File: src/rtl/imm_enc_pkg.sv
// Shared constants for the immediate encoder: format codes, opcodes and widths.
package imm_enc_pkg;

    typedef enum logic [1:0] {
        FMT_I_LD  = 2'd0,
        FMT_I_ALU = 2'd1,
        FMT_S     = 2'd2,
        FMT_B     = 2'd3
    } fmt_e;

    localparam logic [6:0] OPC_LOAD   = 7'b0000011;
    localparam logic [6:0] OPC_ALU_I  = 7'b0010011;
    localparam logic [6:0] OPC_STORE  = 7'b0100011;
    localparam logic [6:0] OPC_BRANCH = 7'b1100011;

    localparam int unsigned INS_W = 32;
    localparam int unsigned IMM_W = 64;

endpackage

File: src/rtl/imm_pack.sv
// Combinational packer: decoded fields to a 32-bit RV64 word plus immediate range error.
// IMM_SEXT_EN selects the signed range check; packing is the same in both builds.
module imm_pack
    import imm_enc_pkg::*;
(
    input  logic [1:0]       fmt,
    input  logic [4:0]       rd,
    input  logic [4:0]       rs1,
    input  logic [4:0]       rs2,
    input  logic [2:0]       funct3,
    input  logic [IMM_W-1:0] imm,
    output logic [INS_W-1:0] ins,
    output logic             err
);

    always_comb begin
        ins = '0;
        err = 1'b0;
        unique case (fmt_e'(fmt))
            FMT_I_LD:  ins = {imm[11:0], rs1, funct3, rd, OPC_LOAD};
            FMT_I_ALU: ins = {imm[11:0], rs1, funct3, rd, OPC_ALU_I};
            FMT_S:     ins = {imm[11:5], rs2, rs1, funct3, imm[4:0], OPC_STORE};
            FMT_B:     ins = {imm[12], imm[10:5], rs2, rs1, funct3, imm[4:1], imm[11], OPC_BRANCH};
        endcase

        // Branch offsets carry one extra magnitude bit and must be halfword aligned.
        if (fmt_e'(fmt) == FMT_B) begin
`ifdef IMM_SEXT_EN
            err = !((~|imm[63:12]) || (&imm[63:12])) || imm[0];
`else
            err = (|imm[63:13]) || imm[0];
`endif
        end else begin
`ifdef IMM_SEXT_EN
            err = !((~|imm[63:11]) || (&imm[63:11]));
`else
            err = |imm[63:12];
`endif
        end
    end

endmodule

File: src/rtl/imm_enc.sv
// Two-stage valid/ready instruction encoder with a running output byte address.
// Build option: IMM_SEXT_EN (signed immediate range check, see imm_pack).
module imm_enc
    import imm_enc_pkg::*;
#(
    parameter int unsigned       ADDR_W    = 8,
    parameter logic [ADDR_W-1:0] BASE_ADDR = '0
) (
    input  logic              clk,
    input  logic              reset_n,
    input  logic              clr,
    input  logic              in_valid,
    output logic              in_ready,
    input  logic [1:0]        fmt,
    input  logic [4:0]        rd,
    input  logic [4:0]        rs1,
    input  logic [4:0]        rs2,
    input  logic [2:0]        funct3,
    input  logic [IMM_W-1:0]  imm,
    output logic              out_valid,
    input  logic              out_ready,
    output logic [INS_W-1:0]  ins,
    output logic [ADDR_W-1:0] out_addr,
    output logic              range_err
);

    logic              s1_valid_q, s1_valid_d;
    logic [1:0]        s1_fmt_q, s1_fmt_d;
    logic [4:0]        s1_rd_q, s1_rd_d;
    logic [4:0]        s1_rs1_q, s1_rs1_d;
    logic [4:0]        s1_rs2_q, s1_rs2_d;
    logic [2:0]        s1_funct3_q, s1_funct3_d;
    logic [IMM_W-1:0]  s1_imm_q, s1_imm_d;

    logic              s2_valid_q, s2_valid_d;
    logic [INS_W-1:0]  s2_ins_q, s2_ins_d;
    logic              s2_err_q, s2_err_d;
    logic [ADDR_W-1:0] addr_q, addr_d;

    logic              s2_load;
    logic              in_fire;
    logic              out_fire;
    logic [INS_W-1:0]  pack_ins;
    logic              pack_err;

    imm_pack u_pack (
        .fmt    (s1_fmt_q),
        .rd     (s1_rd_q),
        .rs1    (s1_rs1_q),
        .rs2    (s1_rs2_q),
        .funct3 (s1_funct3_q),
        .imm    (s1_imm_q),
        .ins    (pack_ins),
        .err    (pack_err)
    );

    always_comb begin
        s2_load  = !s2_valid_q || out_ready;
        in_ready = (!s1_valid_q || s2_load) && !clr;
        in_fire  = in_valid && in_ready;
        out_fire = s2_valid_q && out_ready;

        s1_fmt_d    = s1_fmt_q;
        s1_rd_d     = s1_rd_q;
        s1_rs1_d    = s1_rs1_q;
        s1_rs2_d    = s1_rs2_q;
        s1_funct3_d = s1_funct3_q;
        s1_imm_d    = s1_imm_q;
        s2_valid_d  = s2_valid_q;
        s2_ins_d    = s2_ins_q;
        s2_err_d    = s2_err_q;
        addr_d      = addr_q;

        if (in_fire) begin
            s1_fmt_d    = fmt;
            s1_rd_d     = rd;
            s1_rs1_d    = rs1;
            s1_rs2_d    = rs2;
            s1_funct3_d = funct3;
            s1_imm_d    = imm;
        end
        s1_valid_d = in_fire || (s1_valid_q && !s2_load);

        if (s2_load) begin
            s2_valid_d = s1_valid_q;
            if (s1_valid_q) begin
                s2_ins_d = pack_ins;
                s2_err_d = pack_err;
            end
        end

        if (out_fire) begin
            addr_d = addr_q + ADDR_W'(4);
        end

        // Flush wins over any handshake in the same cycle.
        if (clr) begin
            s1_valid_d = 1'b0;
            s2_valid_d = 1'b0;
            addr_d     = BASE_ADDR;
        end
    end

    always_ff @(posedge clk or negedge reset_n) begin
        if (!reset_n) begin
            s1_valid_q  <= 1'b0;
            s1_fmt_q    <= '0;
            s1_rd_q     <= '0;
            s1_rs1_q    <= '0;
            s1_rs2_q    <= '0;
            s1_funct3_q <= '0;
            s1_imm_q    <= '0;
            s2_valid_q  <= 1'b0;
            s2_ins_q    <= '0;
            s2_err_q    <= 1'b0;
            addr_q      <= BASE_ADDR;
        end else begin
            s1_valid_q  <= s1_valid_d;
            s1_fmt_q    <= s1_fmt_d;
            s1_rd_q     <= s1_rd_d;
            s1_rs1_q    <= s1_rs1_d;
            s1_rs2_q    <= s1_rs2_d;
            s1_funct3_q <= s1_funct3_d;
            s1_imm_q    <= s1_imm_d;
            s2_valid_q  <= s2_valid_d;
            s2_ins_q    <= s2_ins_d;
            s2_err_q    <= s2_err_d;
            addr_q      <= addr_d;
        end
    end

    assign out_valid = s2_valid_q;
    assign ins       = s2_ins_q;
    assign range_err = s2_err_q;
    assign out_addr  = addr_q;

endmodule

File: config.mk
export PLATFORM = sky130hd
export DESIGN_NAME = imm_enc
export DESIGN_NICKNAME = d
export VERILOG_FILES = /design/src/rtl/imm_enc_pkg.sv /design/src/rtl/imm_pack.sv /design/src/rtl/imm_enc.sv
export SDC_FILE = /design/constraint.sdc
export NUM_CORES = 1
export LEC_CHECK = 0
export ABC_AREA = 1
export CAP_MARGIN = 10
export CORE_ASPECT_RATIO = 0.8
export CORE_UTILIZATION = 44
export DETAILED_ROUTE_END_ITERATION = 6
export GPL_ROUTABILITY_DRIVEN = 0
export MAX_ROUTING_LAYER = met4
export PLACE_DENSITY = 0.72
export SYNTH_ARGS = -nofsm -noshare
export SYNTH_HDL_FRONTEND = slang
export SYNTH_SLANG_ARGS = --single-unit
export TNS_END_PERCENT = 20
File: constraint.sdc
create_clock -name clk -period 1.7 [get_ports clk]
set_clock_uncertainty 0.2 [all_clocks]
set_input_delay 0.34 -clock clk [delete_from_list [all_inputs] [get_ports clk]]
set_output_delay 0.34 -clock clk [all_outputs]
set_load 0.005 [all_outputs]
==> impl_metrics.toml <==
[outcome]
violations = "negative setup slack"
status = "finished with violations"

[detailed_routing]
drtIter0Drc = 328
postRouteAntennaNets = 0
vias = 4388
drt_pass1_iterations = 4
finalWirelength_um = 12200
drc = 0
avgViaCountPerCell = 4.91
wire_per_inst_um = 13.6

[power_and_ir_drop]
p_clk_share_pct = 43.1
seqPwrFrac_pct = 42.3
power.switching_mw = 2.07
power.total_mw = 8.32
powerDensity_nw_per_um2 = 1150
power_frac_comb_pct = 14.5
switching_share_pct = 24.9
cellInternalPower_mw = 6.25
vdd_drop_max_mv = 0.768
p_leak_nw = 3.64

[global_routing]
track_usage_pct = 22.4
grt_max_degree = 76
grt_overflow_total = 0
antenna_found_initial = 0
grt_pass1_wl_um = 19900
grt_pass1_vias = 4265

[timing]
setup_slack_ns = -0.0437
period_needed_ns = 1.74
finalCritPeriodShare_pct = 103
fmax_mhz = 573
rsz0062_at_grt = "true"
setup_tns_ns = -0.0521
hold_ws_ns = 0.112
hold_viol = 0
slew_viol_final = 0
setup_viol = 2

[worst_setup_path]
cp_max_fo = 3
crit_path_end_kind = "output port"
critPathMaxStageDelay_ns = 0.44
slowest_stage = "clkdlybuf4s50_1"
crit_type = "in -> out"
crit_arrival_ns = 1.20
cp.required_ns = 1.16
worstSetupStartpointType = "input port"
crit_chain = "clkdlybuf4s50_1 > inv_2 > nand3_4 > nand2_2 > inv_4 > buf_6"

[clocking]
clk_pin_slew_worst_paths_ns = 0.06
cts_buffers = 17
cts.sinks = 122
clk_root_buffer_cell = "clkbuf_16"
htreeDepth = 4
clk_latency_ns = 0.40
cts_tree = "done"
clk_path_buf_depth = 2

[logic_synthesis]
yosysSeqAreaShare_pct = 59.8
yosysWarnings = 0
yosys.area_share.xor_xnor_pct = 0
synth_top_family_by_area = "simple AND/OR/NAND/NOR gates"
syn_inst = 598
synth-simple-area-share_pct = 29.3
synth_seq_cells = 122
synth_fa_ha_area_share_pct = 0.245
synth_compound_area_share_pct = 4.83
synthMuxAreaShare_pct = 0
postSynthAreaPerCell_um2 = 8.54
synth_cell_types = 22
syn_area_um2 = 5110

[cells_and_area]
layout_commonest_cell = "nand2_1"
stdcell_count = 894
syn2layout_area_growth_pct = 42.0
drive_gt1_share_pct = 10.0
post-route-util_pct = 65.3
layout_common_cells = "nand2_1 (225), dfrtp_1 (122), clkdlybuf4s50_1 (86)"
antenna_cells = 0
nets = 828

[floorplanning]
start_util_pct = 46.0
rows = 34
core_area_um2 = 11100
die_w_um = 122
ioPinCount = 132
die_h_um = 98.4
die_area_um2 = 12000

[job]
max_cap_violations = 0

[place]
portBuffers = 127
dpl.hpwl_um = 8200
dp.cells = 856

[worst_hold_path]
hold_path.class = "in -> async"
==> worst max-delay path: cells and delay by family <==
family,cells,cell delay [ns]
and+or+nand+nor,2,0.17
buffers and inverters,4,0.69
==> metal layers <==
layer | GRT usage, % | routed length [um] | share of wire (%) | vias up
li1 | - | - | - | 2170
met1 | 27.0 | 5380 | 44 | 2087
met2 | 35.7 | 6010 | 49 | 114
met3 | 6.25 | 594 | 4.9 | 17
met4 | 8.16 | 183 | 1.5 | 0
met5 | - | 0 | 0 | -
==> registers in the layout, summed over array words and instances (netlist names) <==
name	cells
s1_rd_q	5
ins	29
s1_imm_q	64
s1_valid_q	1
range_err	1
out_valid	1
s1_rs1_q	5
s1_rs2_q	5
out_addr	6
s1_fmt_q	2
s1_funct3_q	3
==> worst paths after layout <==
check,from,endpoint,slack [ns],depth (start not counted)
setup / recovery,out_ready,in_ready,-0.04,6
hold / removal,reset_n,s1_imm_q[25],0.11,2
setup reg to reg,out_valid,s1_imm_q[8],0.08,9
hold reg to reg,s1_imm_q[28],s1_imm_q[28],0.27,2
max in group asynchronous,reset_n,s1_imm_q[43],0.54,3
min in group clk,s1_imm_q[28],s1_imm_q[28],0.27,2
==> what timing repair did <==
action / CTS / global route
endpoints found under the hold margin: 122 / 0
resized for setup: 46 / 12
setup buffers: 6 / 0
cloned: 0 / 0
pin swaps: 0 / 1
setup endpoints to repair: 39 / 13
hold buffers: 1 / 0
==> power by group through the flow <==
stage / registers (mW) / logic, mW / clock network [mW]
after global routing: 3.57 / 1.37 / 3.80
final: 3.52 / 1.21 / 3.59
after CTS: 3.52 / 1.22 / 3.64
after detailed placement: 3.57 / 1.30 / 0
after global placement: 3.55 / 1.27 / 0
after floorplan: 3.54 / 0.563 / 0
==> kinds of logic after synthesis <==
| group | count (synthesis) |
|---|---|
| other cells | 1 |
| buf+inv | 60 |
| simple gates | 368 |
| fa+ha+maj | 1 |
| compound gates | 46 |
| flops | 122 |
==> area by class of cell <==
cell class                      count  area [um2]
Sequential cell                   122        3050
Fill cell                         940        3850
Tap cell                          144         180
Timing Repair Buffer              156        1560
Clock buffer                       19         443
Multi-Input combinational cell    419        1790
Inverter                           22        85.1
Clock inverter                     12         150
==> through the flow <==
| step | worst slack [ns] | area (um2) |
|---|---|---|
| after floorplan | 0.340 | 5120 |
| after global placement | -0.402 | 6620 |
| after detailed placement | -0.404 | 6620 |
| after CTS | -0.151 | 7220 |
| after global routing | -0.102 | 7250 |
| final | -0.0437 | 7250 |
==> cell usage after synthesis <==
master,n,area share [%]
o211ai_1,1,0.15
nand2_1,227,17
ha_1,1,0.24
a21oi_1,21,2.1
nand2_2,1,0.12
nand2_4,1,0.22
inv_2,2,0.15
a31oi_1,9,1.1
buf_2,20,2.0
nand3_1,75,7.3
clkbuf_1,9,0.66
nand3_2,1,0.20
inv_4,1,0.12
buf_6,3,0.66
dfrtp_1,122,60
nor2_1,62,4.6
conb_1,1,0.073
o21ai_0,14,1.4
buf_4,6,0.88
o21a_1,1,0.15
inv_1,19,1.4
or2_2,1,0.12
Power figures use the tool's default switching activity.
